### config.mk
export PLATFORM = sky130hd
export DESIGN_NAME = i2c_poll_sequencer_flat
export DESIGN_NICKNAME = d
export VERILOG_FILES = /design/src/rtl/i2c_poll_sequencer_if.sv /design/src/rtl/i2c_poll_sequencer.sv /design/src/flat_wrapper.sv
export SDC_FILE = /design/constraint.sdc
export NUM_CORES = 1
export LEC_CHECK = 0
export BUFFER_PORTS_ARGS = -buffer_cell sky130_fd_sc_hd__buf_2
export CAP_MARGIN = 25
export CORE_MARGIN = 5
export CORE_UTILIZATION = 39
export CTS_BUF_LIST = sky130_fd_sc_hd__clkbuf_4
export DETAILED_ROUTE_END_ITERATION = 8
export GPL_ROUTABILITY_DRIVEN = 0
export SLEW_MARGIN = 20
export SYNTH_ARGS = -nofsm -noshare
export SYNTH_HDL_FRONTEND = slang
export SYNTH_SLANG_ARGS = --single-unit
### constraint.sdc
create_clock -name clk -period 4.2 [get_ports clk]
set_clock_uncertainty 0.1 [all_clocks]
set_input_delay 0.42 -clock clk [delete_from_list [all_inputs] [get_ports clk]]
set_output_delay 0.42 -clock clk [all_outputs]
set_load 0.01 [all_outputs]
### src/rtl/i2c_poll_sequencer_if.sv
// Control and data bundle between the poll sequencer and the i2c_master.
// The sequencer drives the request side; the i2c_master answers with busy and read data.
interface i2c_poll_sequencer_if;
    logic        i2c_enable;
    logic        i2c_read_write;
    logic [15:0] i2c_register_address;
    logic [14:0] i2c_device_address;
    logic        i2c_busy;
    logic [15:0] i2c_miso_data;

    modport master (
        output i2c_enable,
        output i2c_read_write,
        output i2c_register_address,
        output i2c_device_address,
        input  i2c_busy,
        input  i2c_miso_data
    );

    modport slave (
        input  i2c_enable,
        input  i2c_read_write,
        input  i2c_register_address,
        input  i2c_device_address,
        output i2c_busy,
        output i2c_miso_data
    );
endinterface

### src/rtl/i2c_poll_sequencer.sv
// Periodic register poller for the 16-bit-register/16-bit-data i2c_master.
// Walks up to four register addresses on one device, one read at a time, and
// hands each result to the display logic as a one-cycle strobe. A watchdog
// aborts transactions that never complete, and RECOVER keeps a stuck-high busy
// from being mistaken for the acceptance of a new request.
module i2c_poll_sequencer #(
    parameter int          NUM_REGS    = 2,
    parameter logic [14:0] DEVICE_ADDR = 15'h0001,
    parameter logic [15:0] REG_ADDR0   = 16'h0000,
    parameter logic [15:0] REG_ADDR1   = 16'h0001,
    parameter logic [15:0] REG_ADDR2   = 16'h0002,
    parameter logic [15:0] REG_ADDR3   = 16'h0003,
    parameter int          INTERVAL    = 50000,
    parameter int          TIMEOUT     = 1000000
) (
    input  logic                 clk,
    input  logic                 reset,
    input  logic                 run,
    i2c_poll_sequencer_if.master i2c,
    output logic [15:0]          data,
    output logic [1:0]           data_idx,
    output logic                 data_valid,
    output logic                 timeout_err
);

    localparam int WAIT_W = (INTERVAL > 1) ? $clog2(INTERVAL) : 1;
    localparam int WDOG_W = $clog2(TIMEOUT);

    localparam logic [WAIT_W-1:0] WAIT_LAST = WAIT_W'(INTERVAL - 1);
    localparam logic [WDOG_W-1:0] WDOG_LAST = WDOG_W'(TIMEOUT - 1);
    localparam logic [1:0]        LAST_SLOT = 2'(NUM_REGS - 1);

    typedef enum logic [2:0] {
        IDLE,
        START,
        XFER,
        WAIT,
        RECOVER
    } state_t;

    state_t            state,      state_n;
    logic [1:0]        slot,       slot_n;
    logic              enable_q,   enable_n;
    logic [15:0]       reg_addr_q, reg_addr_n;
    logic [15:0]       data_q,     data_n;
    logic [1:0]        idx_q,      idx_n;
    logic              valid_q,    valid_n;
    logic              terr_q,     terr_n;
    logic [WAIT_W-1:0] wait_cnt,   wait_n;
    logic [WDOG_W-1:0] wdog_cnt,   wdog_n;
    logic              begin_txn;

    // Register address for a slot of the fixed poll list.
    function automatic logic [15:0] reg_addr_of(input logic [1:0] s);
        case (s)
            2'd0:    return REG_ADDR0;
            2'd1:    return REG_ADDR1;
            2'd2:    return REG_ADDR2;
            default: return REG_ADDR3;
        endcase
    endfunction

    assign i2c.i2c_enable           = enable_q;
    assign i2c.i2c_read_write       = 1'b1;
    assign i2c.i2c_register_address = reg_addr_q;
    assign i2c.i2c_device_address   = DEVICE_ADDR;
    assign data                     = data_q;
    assign data_idx                 = idx_q;
    assign data_valid               = valid_q;
    assign timeout_err              = terr_q;

    // Next-state and next-output logic; every transaction start goes through begin_txn.
    always_comb begin
        state_n   = state;
        slot_n    = slot;
        enable_n  = enable_q;
        data_n    = data_q;
        idx_n     = idx_q;
        valid_n   = 1'b0;
        terr_n    = terr_q;
        wait_n    = wait_cnt;
        wdog_n    = wdog_cnt;
        begin_txn = 1'b0;

        case (state)
            IDLE: begin
                enable_n = 1'b0;
                slot_n   = 2'd0;
                if (run) begin
                    begin_txn = 1'b1;
                end
            end

            START, XFER: begin
                if (wdog_cnt == WDOG_LAST) begin
                    terr_n   = 1'b1;
                    enable_n = 1'b0;
                    slot_n   = 2'd0;
                    state_n  = RECOVER;
                end else begin
                    wdog_n = wdog_cnt + 1'b1;
                    if (state == START) begin
                        if (i2c.i2c_busy) begin
                            state_n  = XFER;
                            enable_n = 1'b0;
                        end
                    end else if (!i2c.i2c_busy) begin
                        enable_n = 1'b0;
                        data_n   = i2c.i2c_miso_data;
                        idx_n    = slot;
                        valid_n  = 1'b1;
                        if (!run) begin
                            state_n = IDLE;
                            slot_n  = 2'd0;
                        end else if (slot < LAST_SLOT) begin
                            slot_n    = slot + 2'd1;
                            begin_txn = 1'b1;
                        end else begin
                            slot_n  = 2'd0;
                            state_n = WAIT;
                            wait_n  = '0;
                        end
                    end
                end
            end

            WAIT: begin
                enable_n = 1'b0;
                if (!run) begin
                    state_n = IDLE;
                    slot_n  = 2'd0;
                end else if (wait_cnt == WAIT_LAST) begin
                    slot_n    = 2'd0;
                    begin_txn = 1'b1;
                end else begin
                    wait_n = wait_cnt + 1'b1;
                end
            end

            RECOVER: begin
                enable_n = 1'b0;
                if (!i2c.i2c_busy) begin
                    if (run) begin
                        state_n = WAIT;
                        wait_n  = '0;
                    end else begin
                        state_n = IDLE;
                    end
                end
            end

            default: begin
                state_n  = IDLE;
                enable_n = 1'b0;
                slot_n   = 2'd0;
            end
        endcase

        if (begin_txn) begin
            state_n  = START;
            enable_n = 1'b1;
            wdog_n   = '0;
        end

        reg_addr_n = reg_addr_of(slot_n);
    end

    // State and output registers with synchronous reset.
    always_ff @(posedge clk) begin
        if (reset) begin
            state      <= IDLE;
            slot       <= 2'd0;
            enable_q   <= 1'b0;
            reg_addr_q <= REG_ADDR0;
            data_q     <= 16'h0000;
            idx_q      <= 2'd0;
            valid_q    <= 1'b0;
            terr_q     <= 1'b0;
            wait_cnt   <= '0;
            wdog_cnt   <= '0;
        end else begin
            state      <= state_n;
            slot       <= slot_n;
            enable_q   <= enable_n;
            reg_addr_q <= reg_addr_n;
            data_q     <= data_n;
            idx_q      <= idx_n;
            valid_q    <= valid_n;
            terr_q     <= terr_n;
            wait_cnt   <= wait_n;
            wdog_cnt   <= wdog_n;
        end
    end

endmodule

### src/flat_wrapper.sv
// flat-port wrapper written by rule: the top's interface ports become plain ports
module i2c_poll_sequencer_flat 
#(
    parameter int          NUM_REGS    = 2,
    parameter logic [14:0] DEVICE_ADDR = 15'h0001,
    parameter logic [15:0] REG_ADDR0   = 16'h0000,
    parameter logic [15:0] REG_ADDR1   = 16'h0001,
    parameter logic [15:0] REG_ADDR2   = 16'h0002,
    parameter logic [15:0] REG_ADDR3   = 16'h0003,
    parameter int          INTERVAL    = 50000,
    parameter int          TIMEOUT     = 1000000
)
  (clk, reset, run, data, data_idx, data_valid, timeout_err, i2c_i2c_enable, i2c_i2c_read_write, i2c_i2c_register_address, i2c_i2c_device_address, i2c_i2c_busy, i2c_i2c_miso_data);
  i2c_poll_sequencer_if i2c_i ();
  input  logic clk;
  input  logic reset;
  input  logic run;
  output logic [15:0] data;
  output logic [1:0] data_idx;
  output logic data_valid;
  output logic timeout_err;
  output wire logic [$bits(i2c_i.i2c_enable)-1:0] i2c_i2c_enable;
  output wire logic [$bits(i2c_i.i2c_read_write)-1:0] i2c_i2c_read_write;
  output wire logic [$bits(i2c_i.i2c_register_address)-1:0] i2c_i2c_register_address;
  output wire logic [$bits(i2c_i.i2c_device_address)-1:0] i2c_i2c_device_address;
  input wire logic [$bits(i2c_i.i2c_busy)-1:0] i2c_i2c_busy;
  input wire logic [$bits(i2c_i.i2c_miso_data)-1:0] i2c_i2c_miso_data;
  assign i2c_i2c_enable = i2c_i.i2c_enable;
  assign i2c_i2c_read_write = i2c_i.i2c_read_write;
  assign i2c_i2c_register_address = i2c_i.i2c_register_address;
  assign i2c_i2c_device_address = i2c_i.i2c_device_address;
  assign i2c_i.i2c_busy = i2c_i2c_busy;
  assign i2c_i.i2c_miso_data = i2c_i2c_miso_data;
  i2c_poll_sequencer #(.NUM_REGS(NUM_REGS), .DEVICE_ADDR(DEVICE_ADDR), .REG_ADDR0(REG_ADDR0), .REG_ADDR1(REG_ADDR1), .REG_ADDR2(REG_ADDR2), .REG_ADDR3(REG_ADDR3), .INTERVAL(INTERVAL), .TIMEOUT(TIMEOUT)) u_core (.clk(clk), .reset(reset), .run(run), .i2c(i2c_i), .data(data), .data_idx(data_idx), .data_valid(data_valid), .timeout_err(timeout_err));
endmodule
==> After elaboration in Yosys (flattened, before gate mapping) <==
Cells that the tools add are included.
{ "word_totals": {"register_bits": 78, "in_bits": 20, "out_inout_bits": 53, "wordCells": 106} }
{ "classes": {"addsub": 3, "n_lt_le_gt_ge": 1, "eq_ne": 27, "muxes": 46, "n_bitwise": 5, "reduce_logical": 13} }
{ "ops": {"columns": ["op", "n"], "rows": [
  ["$mux 16", 9],
  ["$pmux 16 s3", 1],
  ["$mux 3", 8],
  ["$add 20x1->20 const B", 1],
  ["$eq 20x20->1 const B", 1],
  ["$ne 2x2->1 const B", 10],
  ["$add 16x1->16 const B", 1],
  ["$eq 16x16->1 const B", 1],
  ["$mux 1", 16],
  ["$mux 2", 8],
  ["$pmux 2 s3", 2],
  ["$pmux 3 s4", 1],
  ["$reduce_and 6->1", 2],
  ["$reduce_and 10->1", 1],
  ["$eq 3x2->1 const B", 2],
  ["$ne 3x2->1 const B", 2],
  ["$ne 6x4->1 const B", 1],
  ["$reduce_and 2->1", 3],
  ["$ne 5x2->1 const B", 1],
  ["$ne 5x3->1 const B", 1],
  ["$ne 5x4->1 const B", 1],
  ["$not 1->1", 5],
  ["$ne 4x2->1 const B", 1],
  ["$ne 4x3->1 const B", 1],
  ["14 further kinds", 15]
]} }

==> Depth between registers and ports, before layout <==
Gate-level depths: netlist (run 1).
{ "logic_depth": {"ltp_word": 9, "depth_mapped": 10, "depth_no_buf": 8} }

==> Worst setup path after synthesis (run 1) <==
OpenSTA, ideal clock, no wires.
{ "synth_path": {"path_type": "register -> register", "start": "register u_core.wait_cnt[0]", "end": "register u_core.reg_addr_q[1] (netlist: u_core.i2c.i2c_register_address[1])", "setup_ps": 117, "t_arrival_ps": 1869, "required_time_ps": 3983, "path_slack_ps": 2114, "path_stages_with_launch": 8, "path_buffers": 0, "period_less_slack_ps": 2086, "cell_sequence": "dfxtp_1 -> ha_1 -> and2_1 -> nand4_1 -> nor4_4 -> nand2b_2 -> o221ai_2 -> a32o_1"} }
{ "synth_between": {"elab_chain_cells": 6, "word_cells_on_any_way": 8, "classes_between": "eq/ne (3); mux (4); reduce/logical (1)"} }
{ "synth_rtl": {"columns": ["item", "line_no", "text"], "rows": [
  ["start: declaration", "i2c_poll_sequencer.sv:49", "logic [WAIT_W-1:0] wait_cnt, wait_n;"],
  ["start signal: assignment", "i2c_poll_sequencer.sv:190", "wait_cnt <= wait_n;"],
  ["$eq 16x16->1 *", "i2c_poll_sequencer.sv:132", "end else if (wait_cnt == WAIT_LAST) begin"],
  ["$mux 2 *", "i2c_poll_sequencer.sv:132", null],
  ["$mux 2 *", "i2c_poll_sequencer.sv:129", "if (!run) begin"],
  ["$pmux 2 s3 *", "i2c_poll_sequencer.sv:85", "case (state)"],
  ["$eq 2x2->1 (tied with other cells)", "i2c_poll_sequencer.sv:55", "case (s)"],
  ["$pmux 2 s3 *", "i2c_poll_sequencer.sv:55", null],
  ["end signal: assignment", "i2c_poll_sequencer.sv:185", "reg_addr_q <= reg_addr_n;"],
  ["end: declaration", "i2c_poll_sequencer.sv:44", "logic [15:0] reg_addr_q, reg_addr_n;"]
]} }
Mark *: on every way between the ends. The rest lies on a longest branch, timed or not.
A chain may end at the register's enable or synchronous reset.

==> Final worst setup path (run 1) <==
{ "layout_path": {"start": "register u_core.wait_cnt[0]", "end": "register u_core.wdog_cnt[16]"} }
{ "layout_between": {"elab_chain_cells": 5} }
{ "layout_rtl": {"columns": ["item", "line_no", "text"], "rows": [
  ["$eq 16x16->1", "i2c_poll_sequencer.sv:132", null],
  ["$mux 1", "i2c_poll_sequencer.sv:132", null],
  ["$mux 1", "i2c_poll_sequencer.sv:129", null],
  ["$pmux 1 s3", "i2c_poll_sequencer.sv:85", null],
  ["$reduce_or 2->1 (no line)", null, null],
  ["end signal: assignment", "i2c_poll_sequencer.sv:191", "wdog_cnt <= wdog_n;"],
  ["end: declaration", "i2c_poll_sequencer.sv:50", "logic [WDOG_W-1:0] wdog_cnt, wdog_n;"]
]} }
Every way passes these cells.

==> flow_metrics.tcl, run 1 <==
set metrics [dict create \
    maxCapViolations 0 \
    layout_setup_ws_ns 1.61 \
    cp_top_family "simple AND/OR/NAND/NOR gates" \
    worst_setup_path_start_kind "flip-flop" \
    synth-simple-area-share_pct 26.9 \
    muxShareOfSynthArea_pct 5.97 \
    power_density_nw_per_um2 334 \
    drt-pass1-iter-count 4 \
    holdWs_ns 0.137 \
    synth-seq-area-share_pct 39.6 \
    drc_errors 0 \
    setup_viol 0 \
    synth_ff_type "dfxtp_1" \
    grt_pass1_vias 2352 \
    core-area_um2 8090 \
    maxSlewHeadroom_pct 43.4 \
    num_rows 33 \
    end_kind "flip-flop" \
    outcome "finished, final reports clean" \
    synth_top_family_by_area "simple AND/OR/NAND/NOR gates" \
    grt_pass1_wl_mm 10.6 \
    stdcell_area_um2 3490 \
    synth-edff-count 0 \
    yosys.area.top_type "dfxtp_1" \
    drive_above_1_share_pct 16.1 \
    synth.distinct_cells 51 \
    hold_viol 0 \
    post_cts_buffers 0 \
    via_count 2491 \
    maxSlewViolCount 0 \
    clk_latency_ns 0.41 \
    crit_type "flip-flop to flip-flop" \
    crit_required_ns 4.37 \
    htree_num_levels 3 \
    antenna_cells 0 \
    clk_root_buffer_cell "clkbuf_4" \
    yosys.area_share.adder_pct 1.18 \
    max_clock_freq_ghz 0.386 \
    wl_mm 6.41 \
    syn_inst 367 \
    viasPerCell 4.84 \
    path_cells "ha_1 -> and2_1 -> nand4_1 -> nor4_4 -> o31ai_2 -> nand2b_1 -> nor2_1" \
    final_nets 428 \
    die_y_um 100 \
    yosys_warnings 0 \
    synth_seq_cells 63 \
    initial_utilization_pct 39.3 \
    placed_cell_area_um2 3340 \
    overflow 0 \
    setup_tns_ns 0 \
    area_delta_synth_final_pct 9.51 \
    numPortBuffers 42 \
    grt_max_degree 28 \
    cts_tree "yes" \
    dp_hpwl_mm 4.58 \
    netlist_top_cells_area "dfxtp_1, nor2_1, buf_4" \
    min_period_over_period_pct 61.6 \
    cts_sinks 63 \
    num_io_pins 73 \
    yosys.area.top_type_share_pct 39.6 \
    syn_area_per_cell_um2 8.67 \
    cpMaxStageDelayCell "nand2b_1" \
    clk_pin_slew_worst_paths_ns 0.10 \
    crit_buf_inv 0 \
    die_area_um2 10100 \
    synth-xor-area-share_pct 8.81 \
    hp-class "primary input to flip-flop" \
    cp.arrival_ns 2.76 \
    reg2reg_slack_ns 1.61 \
    critPathMaxFanout 22 \
    rsz0062_at_grt "false" \
    p_total_uw 1160 \
    die_w_um 100 \
    fillers 841 \
    antenna_found_initial 0 \
    track_usage_pct 13.0 \
    drtAntennaViolNets 0 \
    pre_cts_slack_ns 1.56 \
    cts_hold_buf 0 \
    wl_per_cell_um 12.4 \
    tightestPinTransition_ns 0.850 \
    numCtsBuffers 9 \
    syn-cell-area_um2 3180 \
    drt_iter0_drc 147 \
    p_leak_uw 0.00149 \
    fin_crit_ns 2.59 \
    synthArstFlopShare_pct 0 \
    synth_compound_area_share_pct 6.88 \
    final_common_cell "nor2_1" \
    clockBufferDepth 2 \
    final_cell_mix "nor2_1, dfxtp_1, buf_2, conb_1, nand3_1" \
    cts.repair.resized 0 \
    slowest_delay_ns 0.63 \
    ir_worst_vdd_uv 154 \
]
[per-stage QoR]
step                std cells  utilization [%]
floorplan                 395                -
detailed placement        499             41.2
CTS                       515             43.1
global placement          499             41.2
finish                    515             43.1
global route              515             43.1
[final timing paths]
check                                                      from                          endpoint  cells past startpoint
worst max-delay path            u_core.wait_cnt[0]$_SDFFE_PP0P_  u_core.wdog_cnt[16]$_SDFFE_PP0P_                      7
worst min register to register  u_core.timeout_err$_SDFFE_PP0P_   u_core.timeout_err$_SDFFE_PP0P_                      2
worst max register to register  u_core.wait_cnt[0]$_SDFFE_PP0P_  u_core.wdog_cnt[16]$_SDFFE_PP0P_                      7
worst min-delay path                       i2c_i2c_miso_data[2]       u_core.data[2]$_SDFFE_PP0P_                      3
[cells by family (layout without fill, tap and decap cells)]
logic type | Yosys count | count (layout)
flip-flops | 63 | 63
other | 2 | 30
XOR/XNOR | 32 | 32
adder cells (fa/ha/maj) | 3 | 3
AO/OA/AOI/OAI | 29 | 29
buffers and inverters | 52 | 67
multiplexers | 19 | 19
AND/OR/NAND/NOR | 167 | 167
[tightest hold or removal path: cells and delay by family]
kind	cells	cell delay (ns)
buf+inv	1	0.07
simple gates	1	0.07
mux	1	0.05
[synthesized netlist by cell type (2+ instances only)]
cell	count
and2_1	6
buf_4	32
clkbuf_1	3
dfxtp_1	63
o21ai_1	2
nand2_1	20
or3_1	4
xor2_1	18
nor2_1	65
and4_1	4
nor4_1	4
nor3_1	10
o21ai_0	2
o211ai_1	2
nor4b_2	3
nand2b_1	2
nand3_1	21
buf_2	7
inv_1	6
conb_1	2
ha_1	3
a21oi_1	8
nand4_1	15
mux2i_1	19
and3_1	5
xnor2_1	14
a32o_1	3
[power by group]
group          switching, uW  internal (uW)
logic                   62.5           33.4
clock network            212            241
registers               9.24            605
[registers in the layout, indices dropped and copies added, names as in the netlist]
| name | count |
|---|---|
| u_core.wdog_cnt | 20 |
| u_core.data | 16 |
| u_core.wait_cnt | 16 |
| u_core.state | 3 |
| u_core.data_idx | 2 |
| u_core.slot | 2 |
| u_core.data_valid | 1 |
| u_core.i2c.i2c_enable | 1 |
| u_core.i2c.i2c_register_address | 1 |
| u_core.timeout_err | 1 |
[routing by layer]
metal  global-route usage (%)  wire length, um
met4                     6.63              168
met2                     20.5             2970
met3                     3.41              274
met1                     16.2             2990
met5                        0                0
[area by class of cell]
class	instances	area [um^2]	area share, %
Clock buffer	10	75.1	2.15
Sequential cell	63	1260	36.2
Timing Repair Buffer	43	218	6.25
Inverter	8	30.0	0.861
Tap cell	105	131	3.77
Multi-Input combinational cell	280	1700	48.6
Clock inverter	6	75.1	2.15
Power figures use the tool's default switching activity.
==> run 2: changes to the inputs <==
==> constraint.sdc (replaced) <==
create_clock -name clk -period 2.1 [get_ports clk]
set_clock_uncertainty 0.1 [all_clocks]
set_input_delay 0.21 -clock clk [delete_from_list [all_inputs] [get_ports clk]]
set_output_delay 0.21 -clock clk [all_outputs]
set_load 0.01 [all_outputs]
==> run 2 against run 1 <==
Compared with the run above:
- routed wire length is 10% higher
- via count is 10% higher
- sequential cell count unchanged
- design area up 15%
- core utilization grew 6.4 points
- critical path type unchanged
- critical endpoint is now u_core.i2c.i2c_register_address[1]$_SDFF_PP0_
- largest cell class unchanged
==> flow_metrics.tcl, run 2 (synthesis results as in run 1) <==
set metrics [dict create \
    final_nets 479 \
    max_clock_freq_ghz 0.500 \
    num_io_pins 73 \
    largest_reg_flops 20 \
    drc_errors 0 \
    ir_worst_vdd_uv 457 \
    drive_above_1_share_pct 24.3 \
    p_leak_uw 0.00175 \
    min_period_over_period_pct 95.3 \
    num_rows 33 \
    core-area_um2 8090 \
    critPathMaxFanout 8 \
    whs_path_depth 3 \
    setup_tns_ns 0 \
    via_count 2750 \
    clk_root_buffer_cell "clkbuf_4" \
    hp-class "primary input to flip-flop" \
    path_cells "nor4b_4 -> nand4_1 -> buf_4 -> o211a_4 -> nand2b_4 -> o221ai_2 -> a32o_1" \
    reg2reg_slack_ns 0.1 \
    numPortBuffers 42 \
    numPlacedInstances 529 \
    crit_required_ns 2.32 \
    cts_tree "yes" \
    slowest_delay_ns 0.35 \
    antenna_found_initial 1 \
    end_kind "flip-flop" \
    drt_iter0_drc 133 \
    maxCapViolations 0 \
    fin_crit_ns 2.00 \
    placed_cell_area_um2 3570 \
    htree_num_levels 3 \
    cp.arrival_ns 2.22 \
    power_density_nw_per_um2 609 \
    die_w_um 100 \
    clk_latency_ns 0.42 \
    area_delta_synth_final_pct 25.8 \
    viasPerCell 4.85 \
    fin_cells 567 \
    numCtsBuffers 9 \
    track_usage_pct 14.1 \
    grt_max_degree 21 \
    cpMaxStageDelayCell "dfxtp_1" \
    final_cell_mix "nor2_1, dfxtp_1, buf_2, buf_4, conb_1" \
    reg2reg_depth 7 \
    wl_mm 7.05 \
    grt_pass1_wl_mm 11.4 \
    setup_viol 0 \
    stdcell_area_um2 4010 \
    maxSlewViolCount 0 \
    holdWs_ns 0.0642 \
    top_register "u_core.wdog_cnt" \
    fillers 792 \
    clk_pin_slew_worst_paths_ns 0.11 \
    grt_pass1_vias 2437 \
    initial_utilization_pct 39.3 \
    die_y_um 100 \
    cts_sinks 63 \
    final_common_cell "nor2_1" \
    worst_setup_path_start_kind "flip-flop" \
    hold_viol 0 \
    dp_hpwl_mm 5.01 \
    wl_per_cell_um 12.4 \
    drt-pass1-iter-count 5 \
    crit_type "flip-flop to flip-flop" \
    overflow 0 \
    outcome "finished, final reports clean" \
    drtAntennaViolNets 0 \
    die_area_um2 10100 \
    clockBufferDepth 2 \
    p_total_uw 2440 \
]
## run 2: changes by cell type in the layout (fill, tap and decap cells not counted), sizes merged, moves of 2 or more
cell         previous run  this run
buf                    43        77
clkinv                  5         3
clkinvlp                0         2
dlygate4sd3             0        17
## run 2: path summary, 6_finish.rpt
path	start	to
hold / removal	run	u_core.state[1]$_SDFFE_PP0P_
hold reg to reg	u_core.timeout_err$_SDFFE_PP0P_	u_core.timeout_err$_SDFFE_PP0P_
setup / recovery	u_core.wdog_cnt[11]$_SDFFE_PP0P_	u_core.i2c.i2c_register_address[1]$_SDFF_PP0_
setup reg to reg	u_core.wdog_cnt[11]$_SDFFE_PP0P_	u_core.i2c.i2c_register_address[1]$_SDFF_PP0_
## run 2: repair_timing
action / CTS / global route
setup endpoints to repair: 0 / 37
endpoints found under the hold margin: 20 / 0
hold buffers: 17 / 0
buffers inserted: 0 / 4
resized for setup: 0 / 15
## run 2: critical path: cells and delay by family (launching register included)
kind,cells,cell delay (ns)
AOI/OAI and AO/OA,3,0.67
and+or+nand+nor,3,0.60
DFF,1,0.35
buffers and inverters,1,0.18
## run 2: stage by stage
step | util [%] | worst slack [ns]
after detailed placement | 44.2 | 0.0565
after CTS | 48.3 | 0.0227
after floorplan | - | 0.0141
after global placement | 44.2 | 0.0815
after global routing | 49.5 | -0.00116
final | 49.5 | 0.0995
## run 2: layout make-up
class | instances | area, um^2 | area share [%]
inverter | 8 | 30.0 | 0.750
sequential | 63 | 1260 | 31.6
antenna | 1 | 2.50 | 0.0625
clock inverter | 7 | 96.3 | 2.41
clock buffer | 9 | 67.6 | 1.69
timing repair buffer | 94 | 659 | 16.5
tap | 105 | 131 | 3.28
multi-input combinational | 280 | 1750 | 43.8
## run 2: report_power, final
part           internal, uW  total (uW)  switching [uW]
Clock                   484         957             473
Combinational           115         260             145
Sequential             1210        1220            11.7
Total                  1810        2440             629
## run 2: per-layer routing
metal  GRT usage [%]  vias up  wire length (um)
met1            18.7     1272              3190
li1                -     1383                 -
met2            20.7       83              3240
met4            6.63        0               135
met5               0        -                 0
met3            4.79       12               476
